**config.mk**
```make
export PLATFORM = sky130hd
export DESIGN_NAME = btn_mode_ctrl
export DESIGN_NICKNAME = d
export VERILOG_FILES = /design/src/rtl/btn_pkg.sv /design/src/rtl/btn_chan.sv /design/src/rtl/btn_mode_ctrl.sv
export SDC_FILE = /design/constraint.sdc
export NUM_CORES = 1
export LEC_CHECK = 0
export ABC_AREA = 1
export ABC_CLOCK_PERIOD_IN_PS = 1900
export BUFFER_PORTS_ARGS = -buffer_cell sky130_fd_sc_hd__clkbuf_2
export CORE_ASPECT_RATIO = 0.5
export CORE_UTILIZATION = 40
export DETAILED_ROUTE_END_ITERATION = 12
export HOLD_SLACK_MARGIN = 0.02
export SLEW_MARGIN = 20
export SYNTH_ARGS = -nofsm -noshare
export SYNTH_HDL_FRONTEND = slang
export SYNTH_HIERARCHICAL = 1
export SYNTH_SLANG_ARGS = --single-unit
```
**constraint.sdc**
```tcl
create_clock -name clk -period 1.9 [get_ports clk]
set_clock_uncertainty 0.2 [all_clocks]
set_input_delay 0.095 -clock clk [delete_from_list [all_inputs] [get_ports clk]]
set_output_delay 0.095 -clock clk [all_outputs]
set_load 0.05 [all_outputs]
```
**src/rtl/btn_pkg.sv**
```systemverilog
// Shared types and defaults for the button mode controller.
package btn_pkg;

    // Per-channel debounce/press state machine.
    typedef enum logic [1:0] {
        IDLE     = 2'd0,
        PRESS_DB = 2'd1,
        HELD     = 2'd2,
        REL_DB   = 2'd3
    } chan_state_e;

    // Per-channel mode encodings.
    localparam logic MODE_TOGGLE    = 1'b0;
    localparam logic MODE_MOMENTARY = 1'b1;

    // Default parameter values.
    localparam int DEF_NCH         = 4;
    localparam int DEF_DB_CYCLES   = 16;
    localparam int DEF_LONG_CYCLES = 1000;

endpackage

```
**src/rtl/btn_chan.sv**
```systemverilog
// One button channel: 2-flop synchroniser, debounce, press FSM, hold counter,
// and toggle/momentary enable logic. The FSM state is exported for debug.
module btn_chan
    import btn_pkg::*;
#(
    parameter int DB_CYCLES   = DEF_DB_CYCLES,
    parameter int LONG_CYCLES = DEF_LONG_CYCLES
) (
    input  logic        clk,
    input  logic        rst_n,
    input  logic        btn_in,
    input  logic        mode,
    output logic        en,
    output logic        press_pulse,
    output logic        long_pulse,
    output chan_state_e state
);

    localparam int DB_W = $clog2(DB_CYCLES + 1);
    localparam int HOLD_W = $clog2(LONG_CYCLES + 1);
    localparam logic [DB_W-1:0] DB_LAST = DB_W'(DB_CYCLES - 1);
    localparam logic [HOLD_W-1:0] HOLD_LAST = HOLD_W'(LONG_CYCLES - 1);
    localparam logic [HOLD_W-1:0] HOLD_MAX = HOLD_W'(LONG_CYCLES);

    logic sync_meta;
    logic sync;
    logic stable;
    logic [DB_W-1:0] db_cnt;
    logic [HOLD_W-1:0] hold_cnt;
    chan_state_e state_next;
    logic accept;
    logic flip;
    logic rise;
    logic fall;
    logic holding;
    logic long_hit;

    // flip: the debounced level changes on this edge.
    assign flip = (sync != stable) && (db_cnt == DB_LAST);
    assign rise = flip && sync;
    assign fall = flip && !sync;
    assign holding = (state == HELD) || (state == REL_DB);
    assign long_hit = holding && (hold_cnt == HOLD_LAST);

    // Two-flop synchroniser for the raw asynchronous button level.
    always_ff @(posedge clk or negedge rst_n) begin
        if (!rst_n) begin
            sync_meta <= 1'b0;
            sync <= 1'b0;
        end else begin
            sync_meta <= btn_in;
            sync <= sync_meta;
        end
    end

    // Debounce: count consecutive disagreeing cycles, flip the stable level at DB_CYCLES.
    always_ff @(posedge clk or negedge rst_n) begin
        if (!rst_n) begin
            stable <= 1'b0;
            db_cnt <= '0;
        end else if (sync == stable) begin
            db_cnt <= '0;
        end else if (db_cnt == DB_LAST) begin
            stable <= ~stable;
            db_cnt <= '0;
        end else begin
            db_cnt <= db_cnt + DB_W'(1);
        end
    end

    // FSM state register.
    always_ff @(posedge clk or negedge rst_n) begin
        if (!rst_n) state <= IDLE;
        else state <= state_next;
    end

    // Next-state logic. With DB_CYCLES = 1 acceptance can coincide with the
    // first synchronised sample, so IDLE/HELD may jump straight across.
    always_comb begin
        state_next = state;
        accept = 1'b0;
        case (state)
            IDLE: begin
                if (rise) begin
                    state_next = HELD;
                    accept = 1'b1;
                end else if (sync) begin
                    state_next = PRESS_DB;
                end
            end
            PRESS_DB: begin
                if (rise) begin
                    state_next = HELD;
                    accept = 1'b1;
                end else if (!sync) begin
                    state_next = IDLE;
                end
            end
            HELD: begin
                if (fall) state_next = IDLE;
                else if (!sync) state_next = REL_DB;
            end
            REL_DB: begin
                if (fall) state_next = IDLE;
                else if (sync) state_next = HELD;
            end
            default: state_next = IDLE;
        endcase
    end

    // Hold counter: cleared at press start/acceptance, saturates at LONG_CYCLES.
    always_ff @(posedge clk or negedge rst_n) begin
        if (!rst_n) begin
            hold_cnt <= '0;
        end else if (accept || (state_next == PRESS_DB && state != PRESS_DB)) begin
            hold_cnt <= '0;
        end else if (holding && hold_cnt != HOLD_MAX) begin
            hold_cnt <= hold_cnt + HOLD_W'(1);
        end
    end

    // Registered one-cycle pulses.
    always_ff @(posedge clk or negedge rst_n) begin
        if (!rst_n) begin
            press_pulse <= 1'b0;
            long_pulse <= 1'b0;
        end else begin
            press_pulse <= accept;
            long_pulse <= long_hit;
        end
    end

    // Enable: follows the hold state when momentary; toggles on press, cleared by long press otherwise.
    always_ff @(posedge clk or negedge rst_n) begin
        if (!rst_n) begin
            en <= 1'b0;
        end else if (mode == MODE_MOMENTARY) begin
            en <= holding;
        end else if (long_pulse) begin
            en <= 1'b0;
        end else if (press_pulse) begin
            en <= ~en;
        end
    end

endmodule

```
**src/rtl/btn_mode_ctrl.sv**
```systemverilog
// Multi-channel button controller: NCH independent btn_chan instances.
// chan_state carries each channel's FSM state (2 bits per channel) for debug.
module btn_mode_ctrl
    import btn_pkg::*;
#(
    parameter int NCH         = DEF_NCH,
    parameter int DB_CYCLES   = DEF_DB_CYCLES,
    parameter int LONG_CYCLES = DEF_LONG_CYCLES
) (
    input  logic             clk,
    input  logic             rst_n,
    input  logic [NCH-1:0]   btn_in,
    input  logic [NCH-1:0]   mode,
    output logic [NCH-1:0]   en,
    output logic [NCH-1:0]   press_pulse,
    output logic [NCH-1:0]   long_pulse,
    output logic [2*NCH-1:0] chan_state
);

    for (genvar i = 0; i < NCH; i++) begin : g_chan
        chan_state_e st;

        btn_chan #(
            .DB_CYCLES  (DB_CYCLES),
            .LONG_CYCLES(LONG_CYCLES)
        ) u_chan (
            .clk        (clk),
            .rst_n      (rst_n),
            .btn_in     (btn_in[i]),
            .mode       (mode[i]),
            .en         (en[i]),
            .press_pulse(press_pulse[i]),
            .long_pulse (long_pulse[i]),
            .state      (st)
        );

        assign chan_state[2*i +: 2] = st;
    end

endmodule
```
==> run summary <==
Status - complete, no violations
Fin area - 0.00555 mm2
Longest Clk Path Bufs - 2
Post-route ant nets - 0
GPL Wtd Cong - 0.836
Slew margin rel. - 59.5%
Core footprint - 0.0112 mm2
Internal - 3.29 mW
Clk pin slew, worst setup/hold paths - 0.06 ns
Primary FF master, synth - dfrtp_1
Pwr Total - 4.17 mW
Clock sink total - 92
Num CTS Buffers - 9
Postcts setup bufs - 0
Post-synth top area share - 48.7%
Share of post-route cells with drive strength above 1 - 20.6%
Async SR Flop Fraction - 100%
Synth Warn # - 6
Syn_nets - 574
Logic gate share of total power - 4.9%
EDFF count, synth - 0
First-pass GRT wire length - 14800 um
Post-Syn Area per Cell - 8.57 um2
WL/cell - 10.8 um
Root Driver - clkbuf_16
First-pass iteration count of the detailed router - 4
Dpl cell area - 0.00511 mm2
Number of antenna violations at the first check in global routing - 0
Vias in the first global route - 3349
Mapped cell area - 0.00473 mm2
P&R area growth vs syn - 17.4%
Tcrit/Tclk final - 84.6%
GRT Overall Usage - 15.1%
Nature of the critical path startpoint - flop
Vias per inst - 4.68
RSZ-0062 raised after global routing - no
Clock share of power - 46.8%
Hpwl dp - 6000 um
Remaining global-route overflow - 0
Switching Fraction - 21.2%
Flop pwr share - 48.3%
Sequential area share after synthesis - 48.7%
Reg2reg setup slack - 0.29 ns
Die Ht - 78.9 um
HP Class - primary input to asynchronous set/reset pin
CTS tree - built
Initial DRC count - 134
Starting Density - 42.0%
CP Capture Type - flop
Die width - 156 um
Pwr dens - 752 mW/mm2
Slew @ Worst Pin - 0.605 ns
Critical path start-end classification - flop to flop
WP data arrival - 1.63 ns
Worst VDD drop - 0.493 mV
N_diodes - 0
Final Setup Violations - 0
CP Max Fanout - 6
Synth area leaders - dfrtp_1, nand2_1, inv_1, nor2_1, nand3_1
Drt drc - 0
Nets - 628
Cell taking the most area after synthesis - dfrtp_1
Fin crit period - 1.61 ns
Most frequent cells after synthesis - dfrtp_1, nand2_1, inv_1, nor2_1, nand3_1
Synth cell types - 27
Row count - 27
Pin count of the biggest net entering global routing - 39
Final count of hold timing violations - 0
Critical path required time - 1.92 ns
Setup TNS - 0 ns
H-tree depth - 3
Routed wire length - 8300 um
Switching power - 0.883 mW
Latest clock arrival within the worst-skew pair - 0.33 ns
FMAX - 0.622 GHz
Max-cap viol count - 0
Static Leak - 2.83 nW
Number of vias in the routed layout - 3605
Die area - 0.0123 mm2
I/O pin cnt - 30
Post-synthesis register bit count - 92
IO buf count - 29
Mapped Cells - 552
Slew Limit Fails - 0
worst max-delay path, stage by stage (launching register included):
cell     delay (ns)
dfrtp_1        0.39
inv_1          0.15
ha_1           0.18
inv_1          0.05
nor2_1         0.12
nand2_2        0.10
nand2_4        0.11
inv_4          0.06
nand2_1        0.07
o21ai_2        0.05
kinds of logic (layout without fill, tap and decap cells):
family                   after synthesis  count (layout)  synth area share [%]
AO/OA/AOI/OAI                         64              64                  8.36
flip-flops                            92              92                  48.7
XOR/XNOR                               8               8                  1.48
AND/OR/NAND/NOR                      276             276                  29.8
adder cells (fa/ha/maj)               12              12                  3.17
buffers and inverters                100             159                  8.47
power by group through the flow:
stage / logic (mW) / registers (mW) / clock network [mW]
global placement: 0.190 / 2.05 / 0
CTS: 0.211 / 2.02 / 2.02
finish: 0.203 / 2.02 / 1.95
global route: 0.236 / 2.02 / 2.09
floorplan: 0.0923 / 2.06 / 0
detailed placement: 0.191 / 2.05 / 0
sequential cells by signal (all words and copies together), names as in the netlist:
signal and count:
g_chan.u_chan/db_cnt 20, g_chan.u_chan/sync 4, g_chan.u_chan/hold_cnt 40, g_chan.u_chan/sync_meta 4
g_chan.u_chan/press_pulse 4, g_chan.u_chan/long_pulse 4, g_chan.u_chan/stable 4, g_chan.u_chan/state 8
g_chan.u_chan/en 4
worst paths after layout:
check | startpoint | to | cells after the start
min in group clk | g_chan[3].u_chan/sync_meta$_DFF_PN0_ | g_chan[3].u_chan/sync$_DFF_PN0_ | 0
worst max-delay path | g_chan[2].u_chan/hold_cnt[0]$_DFFE_PN0P_ | g_chan[2].u_chan/hold_cnt[1]$_DFFE_PN0P_ | 9
max in group asynchronous | rst_n | g_chan[3].u_chan/db_cnt[0]$_DFF_PN0_ | 3
worst min-delay path | rst_n | g_chan[0].u_chan/db_cnt[2]$_DFF_PN0_ | 3
worst max register to register | g_chan[2].u_chan/hold_cnt[0]$_DFFE_PN0P_ | g_chan[2].u_chan/hold_cnt[1]$_DFFE_PN0P_ | 9
worst min register to register | g_chan[3].u_chan/sync_meta$_DFF_PN0_ | g_chan[3].u_chan/sync$_DFF_PN0_ | 0
metrics by stage:
step           std cells  util [%]  hold WS, ns  setup WS, ns
2_1_floorplan        552         -       -0.401         0.228
3_3_place_gp         743      45.4       -0.168         0.311
3_5_place_dp         743      45.4       -0.161         0.327
4_1_cts              770      49.3       0.0924         0.288
5_1_grt              770      49.3        0.129         0.140
6_report             770      49.3       0.0860         0.293
cells in the final DEF (no fill, tap or decap):
cell type,count
nand4_1,4
nor2_1,68
buf_4,7
nor3_1,8
clkinv_1,4
nor3b_2,4
clkbuf_16,9
nor4_1,4
o21ai_0,12
clkbuf_8,2
a31oi_1,4
a21o_1,4
o21ai_1,4
dfrtp_1,92
o21ai_2,12
xor2_1,8
nand3_2,12
clkbuf_1,2
nand2_1,92
nand2_2,20
a21oi_1,24
inv_4,4
clkbuf_2,28
dlygate4sd3_1,11
buf_12,1
nand3_1,44
a22o_1,4
ha_1,12
nor2_4,4
inv_2,4
bufinv_16,2
nor2_2,4
nand2_4,12
inv_1,84
clkinv_4,1
per-layer routing:
layer  track usage (%)  wire, um  part of all wire, %
met5                 0         0                    0
met4              4.71        77                 0.93
met3              3.88       263                  3.2
met2              24.1      3720                   45
met1              20.3      4240                   51
cell type report:
cell class | count | area, um2
flip-flops and latches | 92 | 2300
repair buffers | 47 | 323
fillers | 1053 | 5700
inverters | 96 | 370
clock inverters | 3 | 68.8
multi-input cells | 360 | 2030
clock buffers | 13 | 260
well taps | 159 | 199
what timing repair did:
item | in CTS | in global routing
setup endpoints to repair | 0 | 0
hold buffers | 11 | 0
resized for setup | 0 | 0
endpoints found under the hold margin | 100 | 0
Power figures use the tool's default switching activity.
